<file path="config.mk">
export PLATFORM = sky130hd
export DESIGN_NAME = slv_i2c_line_cond
export DESIGN_NICKNAME = d
export VERILOG_FILES = /design/src/rtl/slv_i2c_line_cond_pkg.sv /design/src/rtl/slv_i2c_line_flt.sv /design/src/rtl/slv_i2c_line_cond.sv
export SDC_FILE = /design/constraint.sdc
export NUM_CORES = 1
export LEC_CHECK = 0
export BUFFER_PORTS_ARGS = -buffer_cell sky130_fd_sc_hd__buf_2
export CAP_MARGIN = 0
export CORE_MARGIN = 3
export CORE_UTILIZATION = 45
export DETAILED_ROUTE_END_ITERATION = 6
export MAX_ROUTING_LAYER = met4
export PLACE_DENSITY_LB_ADDON = 0.25
export SLEW_MARGIN = 10
export SYNTH_ARGS = -nofsm -noshare
export SYNTH_HDL_FRONTEND = slang
export SYNTH_HIERARCHICAL = 1
export SYNTH_SLANG_ARGS = --single-unit
</file>
<file path="constraint.sdc">
create_clock -name CLK -period 2.1 [get_ports CLK]
set_input_delay 0.42 -clock CLK [delete_from_list [all_inputs] [get_ports CLK]]
set_output_delay 0.42 -clock CLK [all_outputs]
set_load 0.1 [all_outputs]
</file>
<file path="src/rtl/slv_i2c_line_cond_pkg.sv">
// slv_i2c_line_cond_pkg: default timing constants and helpers for the I2C slave line conditioner
package slv_i2c_line_cond_pkg;
  localparam int SYNC_STG_DEF = 2;
  localparam int FLT_LEN_DEF  = 4;
  localparam int CNT_W_DEF    = 12;
  localparam int MDL_DEF_DEF  = 125;
  function automatic int cnt_w(input int n);
    return n > 1 ? $clog2(n) : 1;
  endfunction
endpackage

</file>
<file path="src/rtl/slv_i2c_line_flt.sv">
// slv_i2c_line_flt: synchroniser, glitch filter and edge strobes for one open-drain line
module slv_i2c_line_flt
  import slv_i2c_line_cond_pkg::*;
#(
  parameter int SYNC_STG = SYNC_STG_DEF,
  parameter int FLT_LEN  = FLT_LEN_DEF
) (
  input  logic clk,
  input  logic rst,
  input  logic i_raw,
  output logic o_lvl,
  output logic o_rs,
  output logic o_fl
);
  localparam int FW = cnt_w(FLT_LEN);
  logic [SYNC_STG-1:0] sync_q, sync_d;
  logic [FW-1:0] cnt_q, cnt_d;
  logic flt_q, flt_d, dly_q, dly_d;
  logic synced, hit;
  // shift the pad into the synchroniser; follow the synced level once it held for FLT_LEN cycles
  always_comb begin
    sync_d = {sync_q[SYNC_STG-2:0], i_raw};
    synced = sync_q[SYNC_STG-1];
    hit    = (synced != flt_q) && (cnt_q == FW'(FLT_LEN - 1));
    cnt_d  = (synced == flt_q || hit) ? '0 : cnt_q + FW'(1);
    flt_d  = hit ? synced : flt_q;
    dly_d  = flt_q;
  end
  // state registers; idle-high bus after reset so no edge is seen on release
  always_ff @(posedge clk) begin
    if (rst) begin
      sync_q <= '1;
      cnt_q  <= '0;
      flt_q  <= 1'b1;
      dly_q  <= 1'b1;
    end else begin
      sync_q <= sync_d;
      cnt_q  <= cnt_d;
      flt_q  <= flt_d;
      dly_q  <= dly_d;
    end
  end
  assign o_lvl = flt_q;
  assign o_rs  = flt_q & ~dly_q;
  assign o_fl  = ~flt_q & dly_q;
endmodule

</file>
<file path="src/rtl/slv_i2c_line_cond.sv">
// slv_i2c_line_cond: conditions raw SCL/SDA into clean levels, edge, START/STOP and mid-phase strobes
module slv_i2c_line_cond
  import slv_i2c_line_cond_pkg::*;
#(
  parameter int SYNC_STG = SYNC_STG_DEF,
  parameter int FLT_LEN  = FLT_LEN_DEF,
  parameter int CNT_W    = CNT_W_DEF,
  parameter int MDL_DEF  = MDL_DEF_DEF
) (
  input  logic CLK,
  input  logic RST,
  input  logic I_IO_SCL,
  input  logic I_IO_SDA,
  output logic O_SCL,
  output logic O_SDA_IN,
  output logic O_RS_IO_SCL,
  output logic O_FL_IO_SCL,
  output logic O_RS_IO_SDA,
  output logic O_FL_IO_SDA,
  output logic O_START,
  output logic O_STOP,
  output logic O_MDL_LW_IO_SCL,
  output logic O_MDL_HG_IO_SCL
);
  localparam logic [CNT_W-1:0] CMAX = '1;
  localparam logic [CNT_W-1:0] CDEF = CNT_W'(MDL_DEF);
  logic [CNT_W-1:0] lw_cnt_q, lw_cnt_d, hg_cnt_q, hg_cnt_d;
  logic [CNT_W-1:0] lw_half_q, lw_half_d, hg_half_q, hg_half_d;
  slv_i2c_line_flt #(.SYNC_STG(SYNC_STG), .FLT_LEN(FLT_LEN)) u_scl (
    .clk(CLK), .rst(RST), .i_raw(I_IO_SCL),
    .o_lvl(O_SCL), .o_rs(O_RS_IO_SCL), .o_fl(O_FL_IO_SCL)
  );
  slv_i2c_line_flt #(.SYNC_STG(SYNC_STG), .FLT_LEN(FLT_LEN)) u_sda (
    .clk(CLK), .rst(RST), .i_raw(I_IO_SDA),
    .o_lvl(O_SDA_IN), .o_rs(O_RS_IO_SDA), .o_fl(O_FL_IO_SDA)
  );
  // SCL high now and not just risen means it was high last cycle too
  assign O_START = O_SCL & ~O_RS_IO_SCL & O_FL_IO_SDA;
  assign O_STOP  = O_SCL & ~O_RS_IO_SCL & O_RS_IO_SDA;
  // phase timers: a zero count means the phase kind has not started since reset, so it neither runs nor updates its half
  always_comb begin
    lw_cnt_d  = O_FL_IO_SCL ? CNT_W'(1) :
                (!O_SCL && lw_cnt_q != '0 && lw_cnt_q != CMAX) ? lw_cnt_q + CNT_W'(1) : lw_cnt_q;
    hg_cnt_d  = O_RS_IO_SCL ? CNT_W'(1) :
                (O_SCL && hg_cnt_q != '0 && hg_cnt_q != CMAX) ? hg_cnt_q + CNT_W'(1) : hg_cnt_q;
    lw_half_d = !(O_RS_IO_SCL && lw_cnt_q != '0) ? lw_half_q :
                (lw_cnt_q[CNT_W-1:1] == '0) ? CNT_W'(1) : {1'b0, lw_cnt_q[CNT_W-1:1]};
    hg_half_d = !(O_FL_IO_SCL && hg_cnt_q != '0) ? hg_half_q :
                (hg_cnt_q[CNT_W-1:1] == '0) ? CNT_W'(1) : {1'b0, hg_cnt_q[CNT_W-1:1]};
  end
  // timer registers
  always_ff @(posedge CLK) begin
    if (RST) begin
      lw_cnt_q  <= '0;
      hg_cnt_q  <= '0;
      lw_half_q <= CDEF;
      hg_half_q <= CDEF;
    end else begin
      lw_cnt_q  <= lw_cnt_d;
      hg_cnt_q  <= hg_cnt_d;
      lw_half_q <= lw_half_d;
      hg_half_q <= hg_half_d;
    end
  end
  // the edge cycle still holds the previous phase count, so it is excluded from the match
  assign O_MDL_LW_IO_SCL = ~O_SCL & ~O_FL_IO_SCL & (lw_cnt_q == lw_half_q);
  assign O_MDL_HG_IO_SCL = O_SCL & ~O_RS_IO_SCL & (hg_cnt_q == hg_half_q);
endmodule
</file>
==> results.txt, run 1 <==
The destination of the worst register-to-register timing path was hg_half_q[3]. For the initial antenna violation count, the log shows 0. Tracing the worst setup path back leads to its startpoint at lw_cnt_q[9].

The initial cell density of the core is 0.471, and the area of the die is 0.00779 mm². For this design the top-level I/O count stands at 14. Summed over all instances, the cell type with the most area after synthesis is sky130_fd_sc_hd__dfxtp_1. Measured along the y axis, the die boundary spans 88.3 µm. The clock tree synthesis step divided the H-tree into 3 levels. Weighted congestion reported at the end of routability-driven placement: 0.869. The post-synthesis average cell area is 8.95 µm². Buffers inserted to repair hold after CTS numbered 0.

The share of the clock period used by the worst path after layout is 0.971. Setup violations remaining at the end of the flow were counted as 0. The share of the core filled with cells came out at 0.569. The minimum clock period after layout works out to 2.04 ns.

Clock-pin slew was measured on the worst setup and hold paths at 0.07 ns. The async set-reset flop share out of synthesis works out to 0. The most common cell after layout, fill and taps aside is sky130_fd_sc_hd__dfxtp_1.

The number of nets in the finished design was 382; the detailed-route via count was 2645. The global-route total usage across every layer was 0.202; the worst hold path depth was 2. The clock tree root driver cell was sky130_fd_sc_hd__clkbuf_8. The final layout contains routed wiring with a total length of 7010 µm.

Leaving out fill and tap cells, the most frequent cells in the layout are sky130_fd_sc_hd__dfxtp_1, sky130_fd_sc_hd__buf_4, sky130_fd_sc_hd__nand2_1. The fraction of layout instances using a drive strength above 1 is 0.289, and the cell area after placement is 0.00331 mm². The detail route stage leaves a number of antenna-violating nets equal to 0.

STA classifies the critical path startpoint as a flop. No sink is reached through more buffers than the 2 on the longest clock path. The floorplan has 29 rows. In this run, distinct cell masters in the synthesized netlist total 50. By startpoint and endpoint, the worst setup path is classified as reg -> out.

For the first-pass iteration count of the detailed router, the log shows 4. For the DRC marker count from the first detailed-route iteration, the log shows 195. After synthesis, the cell types taking the most area are sky130_fd_sc_hd__dfxtp_1, sky130_fd_sc_hd__xnor2_1, sky130_fd_sc_hd__a21oi_1. For this run, design rule violations remaining after detail routing come to 0. Type of element capturing the critical path: a primary output. In this run the worst setup path terminates at O_MDL_LW_IO_SCL.

The die is 88.3 µm wide. Setup repair after global routing could not meet its margin everywhere. Clock tree synthesis inserted a total of 9 buffers. The analysis attributes to cell leakage a power of 1.37 nW.

The detailed-route vias per instance is 5.83. The worst register-to-register path has a depth of 7. Counting every instance in the synthesized netlist gives 340. In this run the power density over the cells is 694 mW/mm². The top flip-flop cell by instance count after synthesis is sky130_fd_sc_hd__dfxtp_1. The antenna cell count was 0; the post-detailed-placement half-perimeter wirelength was 4990 µm. Synthesis inferred 58 register bits. Dividing the detail-routed wire length by the instance count gives 15.4 µm. The area share of the largest cell type after synthesis came out at 0.381.

During synthesis, Yosys emitted a total of 6 warnings. The worst-case headroom to the max-slew limit was 0.623. The number of endpoints with negative hold slack in the final report is 0. The global-route wire length before repair was 11800 µm. For the pin with the worst max-slew slack, the measured transition is 0.561 ns. For this run, the top clock speed supported by timing is 490 MHz. The min-delay analysis places its worst path in the category in -> reg.

The logs give 0 for the number of pins with negative max-slew slack in the final report and 1.62 ns for the data arrival at the endpoint of the critical path. The required time of the critical path came out at 1.68 ns. The run finished with clean final reports. The count of flip-flops with a built-in enable after synthesis was 0. Global routing finished with a remaining overflow of 0. The tools report the area of the mapped netlist as 0.00304 mm². The area inside the core boundary was 0.00646 mm². Setup slack on the worst reg-to-reg path comes out at 0.16 ns. Across the VDD grid, the largest voltage drop is 0.553 mV. The tool flagged a number of max-cap violations equal to 0. Worst flop-to-flop path startpoint: u_scl/o_lvl.

The worst clock skew on the final layout was 0.00913 ns; the largest net degree at the start of global routing was 25. The number of port buffers was 13; the clock sink count was 58. The layout overhead on the synthesized area was 20.7%; the largest fanout of any net on the critical path was 7. The post-synthesis net count is 350, and the area of all placed cells without fillers is 0.00367 mm².

TritonCTS built the clock tree. Later-pin clock latency in the skew report: 0.34 ns. The total negative slack for setup checks is 0 ns, and the fraction of the yosys area taken by sequential cells is 0.381.

The run gives 2397 as the via count of the first global-routing pass.
-- cell type report --
cell class / instances / area (µm²)
timing repair buffer: 49 / 383
tap: 77 / 96.3
clock inverter: 5 / 100
clock buffer: 11 / 151
sequential: 58 / 1180
inverter: 16 / 63.8
multi-input combinational: 238 / 1700
fill: 556 / 2790
-- per-stage QoR --
step                setup WS, ns  instances  power, mW  hold WS (ns)
global placement           0.206        430       1.27         0.392
detailed placement         0.161        430       1.27         0.397
global route             -0.0312        454       2.64         0.252
CTS                      0.00390        450       2.57         0.249
finish                    0.0608        454       2.55         0.263
floorplan                 -0.434        340       1.23         0.389
-- cell usage after synthesis (7+ instances only) --
cell type,n
sky130_fd_sc_hd__dfxtp_1,58
sky130_fd_sc_hd__nand2_1,28
sky130_fd_sc_hd__xnor2_1,24
sky130_fd_sc_hd__a21oi_1,23
sky130_fd_sc_hd__inv_1,16
sky130_fd_sc_hd__nor2_1,16
sky130_fd_sc_hd__nand3_1,14
sky130_fd_sc_hd__nand4_1,13
sky130_fd_sc_hd__clkbuf_1,11
sky130_fd_sc_hd__or4_1,11
sky130_fd_sc_hd__o31ai_1,10
sky130_fd_sc_hd__a211o_1,9
sky130_fd_sc_hd__nor4_1,9
sky130_fd_sc_hd__or2_2,9
sky130_fd_sc_hd__and3_1,7
sky130_fd_sc_hd__buf_6,7
-- where the power goes --
| part | leakage (nW) | internal [mW] | switching (mW) | total [mW] |
|---|---|---|---|---|
| clock network | 0.129 | 0.849 | 0.447 | 1.30 |
| logic | 0.771 | 0.0479 | 0.0786 | 0.126 |
| registers | 0.473 | 1.11 | 0.0145 | 1.13 |
| total | 1.37 | 2.01 | 0.541 | 2.55 |
-- repair_timing --
action / 4_1_cts / 5_1_grt
setup buffers: 4 / 4
setup endpoints to repair: 2 / 3
pin swaps: 2 / 4
gates resized for setup: 0 / 18
-- cells by family after synthesis --
group                      Yosys count  synth area share
adders and majority gates            6            0.0247
xor gates and xnor gates            24            0.0691
and+or+nand+nor                    133             0.249
buffers and inverters               44            0.0822
AOI/OAI and AO/OA                   69             0.173
muxes                                6            0.0197
DFF                                 58             0.381
-- sequential cells by signal, summed over array words and instances, names as in the netlist --
register	cells
hg_cnt_q	12
hg_half_q	11
lw_cnt_q	12
lw_half_q	11
u_scl/cnt_q	2
u_scl/dly_q	1
u_scl/o_lvl	1
u_scl/sync_q	2
u_sda/cnt_q	2
u_sda/dly_q	1
u_sda/o_lvl	1
u_sda/sync_q	2
-- worst min path at each step --
stage,startpoint,to,slack (ns)
2_1_floorplan,u_scl/sync_q[0],u_scl/sync_q[1],0.39
3_3_place_gp,u_scl/sync_q[0],u_scl/sync_q[1],0.39
3_5_place_dp,u_scl/sync_q[0],u_scl/sync_q[1],0.40
4_1_cts,I_IO_SDA,u_sda/sync_q[0],0.25
5_1_grt,I_IO_SDA,u_sda/sync_q[0],0.25
6_report,I_IO_SDA,u_sda/sync_q[0],0.26
-- layer usage --
layer  share of wire  vias up  track usage
met4           0.014        0       0.0714
met2            0.47       55        0.309
met5               0        -            -
met3           0.047       10       0.0475
met1            0.47     1277        0.260
li1                -     1303            -
-- worst max-delay path, cell delays in order (launching register included) --
cell and delay [ns]:
sky130_fd_sc_hd__dfxtp_1 0.32, sky130_fd_sc_hd__buf_4 0.16, sky130_fd_sc_hd__xnor2_1 0.17, sky130_fd_sc_hd__nand4_1 0.19, sky130_fd_sc_hd__nor3_4 0.24, sky130_fd_sc_hd__buf_12 0.20
(Power assumes the default switching activity.)
==> run 2: changes to the inputs <==
REMOVE_ABC_BUFFERS = 1   (was not set)
==> run 2 against run 1 <==
Combinational power is essentially flat. Setup slack lost 0.036 ns. Fmax shrank 1.8%. Largest cell class unchanged. Core utilization shrank 1.5 points. Routed wire length grew 6.0%. Cell count shrank 1.3%. Non-clock buffer count shrank 6. First-iteration DRC count shrank 2.1%.
==> results.txt, run 2 (synthesis results as in run 1) <==
The flow ran to the end, and the final reports show no timing, DRC or antenna violations. The worst register-to-register path ends at hg_cnt_q[11]. The first global-routing pass estimated 12400 µm of wire. The total power divided by cell area is 715 mW/mm², and the worst clock skew on the final layout is 0.00744 ns. The largest registers in the layout are hg_cnt_q x12, lw_cnt_q x12.

Clock share of power: 0.510. The tools report the wire length reported by the detailed router as 7430 µm. The internal portion of the total power is 1.95 mW. The setup path with the least slack is of type reg -> out. Setup repair after global routing could not meet its margin everywhere. The tools report the area of combinational cells with multiple inputs as 0.00166 mm².

On the critical path, the stage with the largest delay is an instance of sky130_fd_sc_hd__dfxtp_1. After clock tree synthesis, the clock-pin slew on the worst setup and hold paths is 0.07 ns. For the logic gate share of total power, the log shows 0.051.

After detailed placement, the design holds a cell count of 432. The detailed-route via count came out at 2646. Setup slack on the critical path of the routed design comes to 0.0244 ns. In this run the vertical extent of the chip is 88.3 µm. The buffers plus inverters on the worst setup path came out at 1. The worst flop-to-flop path startpoint was hg_cnt_q[0]. The type of element capturing the critical path was a primary output. The worst hold endpoint is u_scl/sync_q[0]. For this block, the initial DRC count from the detailed router was 191. The worst hold path depth came out at 2.

The tools report the initial cell density of the core as 0.471. STA classifies the critical path startpoint as a flop. The worst hold-check path type was in -> reg.

The weighted congestion reported at the end of routability-driven placement is 0.964, and the number of buffers inserted during clock tree synthesis is 9. Max-cap violations in this run came to 0. The maximum vdd drop is 0.433 mV, and the share of the core filled with cells is 0.554.

The final layout contains 376 nets. The count of buffers added on input and output ports is 13. The tools report the register area as 0.00117 mm².

Top cell family by delay on the critical path: simple AND/OR/NAND/NOR gates. The via count of the first global-routing pass was 2489. Based on the critical path, the design can be clocked at up to 482 MHz.

Counting cells, the worst reg-to-reg path comes to 5. The area of the die was 0.00779 mm²; the average detailed-routed wire length per instance was 16.6 µm. The largest fanout of any net on the critical path was 5; the antenna cell count was 0. For the worst setup path, the data arrival time is 1.66 ns. For the worst-case headroom to the max-slew limit, the log shows 0.592. After filler insertion, the fill cell instance count of the layout stands at 579. The longest individual stage delay on the worst path came out at 0.37 ns.

Dividing the detail-routed via count by the number of cells gives 5.91. The share of the clock period used by the worst path after layout works out to 0.988. Clock tree synthesis found a total of 58 sinks.

The HPWL after detailed placement is 5190 µm. Counting along the longest clock path gives a buffer depth of 2. The number of pins with negative max-slew slack in the final report came out at 0.

The most common cell after layout, fill and taps aside is sky130_fd_sc_hd__dfxtp_1. The setup slack of the worst register-to-register path was 0.12 ns. The switching share of power is 0.236.

For the required time of the critical path, the log shows 1.68 ns. The portion of total power attributed to sequential cells is 0.439, and the number of non-filler instances in the completed layout is 448. Setup violations remaining at the end of the flow were counted as 0. The run gives 0.199 ns as the post-placement setup slack. For the worst-skew pair, the clock arrives at the later sink with an insertion delay of 0.34 ns. The initialized floorplan defines 29 standard-cell rows. The initial antenna violation count was 0; the net switching power of the design was 0.603 mW. The first-pass iteration count of the detailed router came out at 5. The fraction of layout instances using a drive strength above 1 was 0.240.

For the global-route total usage across every layer, the log shows 0.211. Overall power consumption after layout is estimated at 2.56 mW. The clock tree root driver cell was sky130_fd_sc_hd__clkbuf_8. The worst min-delay path startpoint was I_IO_SCL.

For this design the top-level I/O count stands at 14. The tools report the area inside the core boundary as 0.00646 mm². The number of H-tree branching levels came out at 3. From synthesis to final layout, the design area changed by 17.6%.

Leaving out fill and tap cells, the most frequent cells in the layout are sky130_fd_sc_hd__dfxtp_1, sky130_fd_sc_hd__buf_4, sky130_fd_sc_hd__nand2_1. The signal on the critical path passes through xnor2_1 -> nand4_1 -> nor4_4 -> buf_12. The tools report the total negative slack for setup checks as 0 ns. The horizontal die dimension is 88.3 µm.

Entering global routing, the biggest net connects 27 pins. The count of nets left with antenna violations once routing finished came out at 0. TritonCTS built the clock tree.

At the pin with the least slew margin, the transition time is 0.611 ns. The smallest clock period supported by the final layout is computed as 2.08 ns. Number of endpoints with negative hold slack in the final report: 0. In the routed design, unresolved DRC markers number 0. The number of hold-repair buffers added at the cts stage was 0; the total congestion overflow after global routing was 0. For this design the static power due to leakage is 1.32 nW.
[run 2: per-layer routing]
layer  track usage  vias up  part of all wire  wire length, µm
li1              -     1298                 -                -
met1         0.279     1242              0.46             3450
met2         0.307       85              0.46             3400
met3        0.0419       21             0.050              375
met4         0.103        0             0.027              204
met5             -        -                 0                0
[run 2: power groups by stage]
stage	clock network (mW)	logic [mW]	registers, mW
3_5_place_dp	0	0.123	1.15
2_1_floorplan	0	0.0751	1.14
3_3_place_gp	0	0.122	1.15
6_report	1.30	0.129	1.12
5_1_grt	1.37	0.143	1.12
4_1_cts	1.32	0.127	1.12
[run 2: worst max path at each step]
stage                            start         endpoint  slack (ns)  cells past startpoint
after global routing       u_scl/o_lvl  O_MDL_HG_IO_SCL       -0.03                      5
final                      hg_cnt_q[0]  O_MDL_HG_IO_SCL        0.02                      4
after floorplan            u_scl/o_lvl  O_MDL_HG_IO_SCL       -2.98                      4
after detailed placement   lw_cnt_q[1]     lw_cnt_q[11]        0.20                      7
after global placement    hg_cnt_q[10]  O_MDL_HG_IO_SCL        0.20                      4
after CTS                  u_scl/o_lvl  O_MDL_HG_IO_SCL      -0.008                      5
[run 2: worst reg2reg max path, delay by kind of cell (launching register included)]
kind,cells,cell delay [ns]
multiplexers,1,0.15
buffers and inverters,1,0.10
AND/OR/NAND/NOR,1,0.61
adder cells (fa/ha/maj),1,0.24
AO/OA/AOI/OAI,1,0.34
flip-flops,1,0.43
[run 2: through the flow]
| stage | hold WS (ns) | cell area (µm²) |
|---|---|---|
| after floorplan | 0.389 | 2850 |
| after global placement | 0.394 | 3290 |
| after detailed placement | 0.398 | 3290 |
| after CTS | 0.253 | 3560 |
| after global routing | 0.259 | 3580 |
| final | 0.265 | 3580 |
[run 2: area by class of cell]
type,instances,area share
clock buffer,9,0.0346
clock inverter,7,0.0350
inverter,16,0.0168
multi-input combinational,238,0.465
sequential,58,0.327
tap,77,0.0269
timing repair buffer,43,0.0948
[run 2: what timing repair did]
item | 4_1_cts | 5_1_grt
setup endpoints to repair | 2 | 4
buffers inserted | 0 | 0
endpoints found under the hold margin | 0 | 0
resized for setup | 5 | 9
pin swaps | 0 | 3
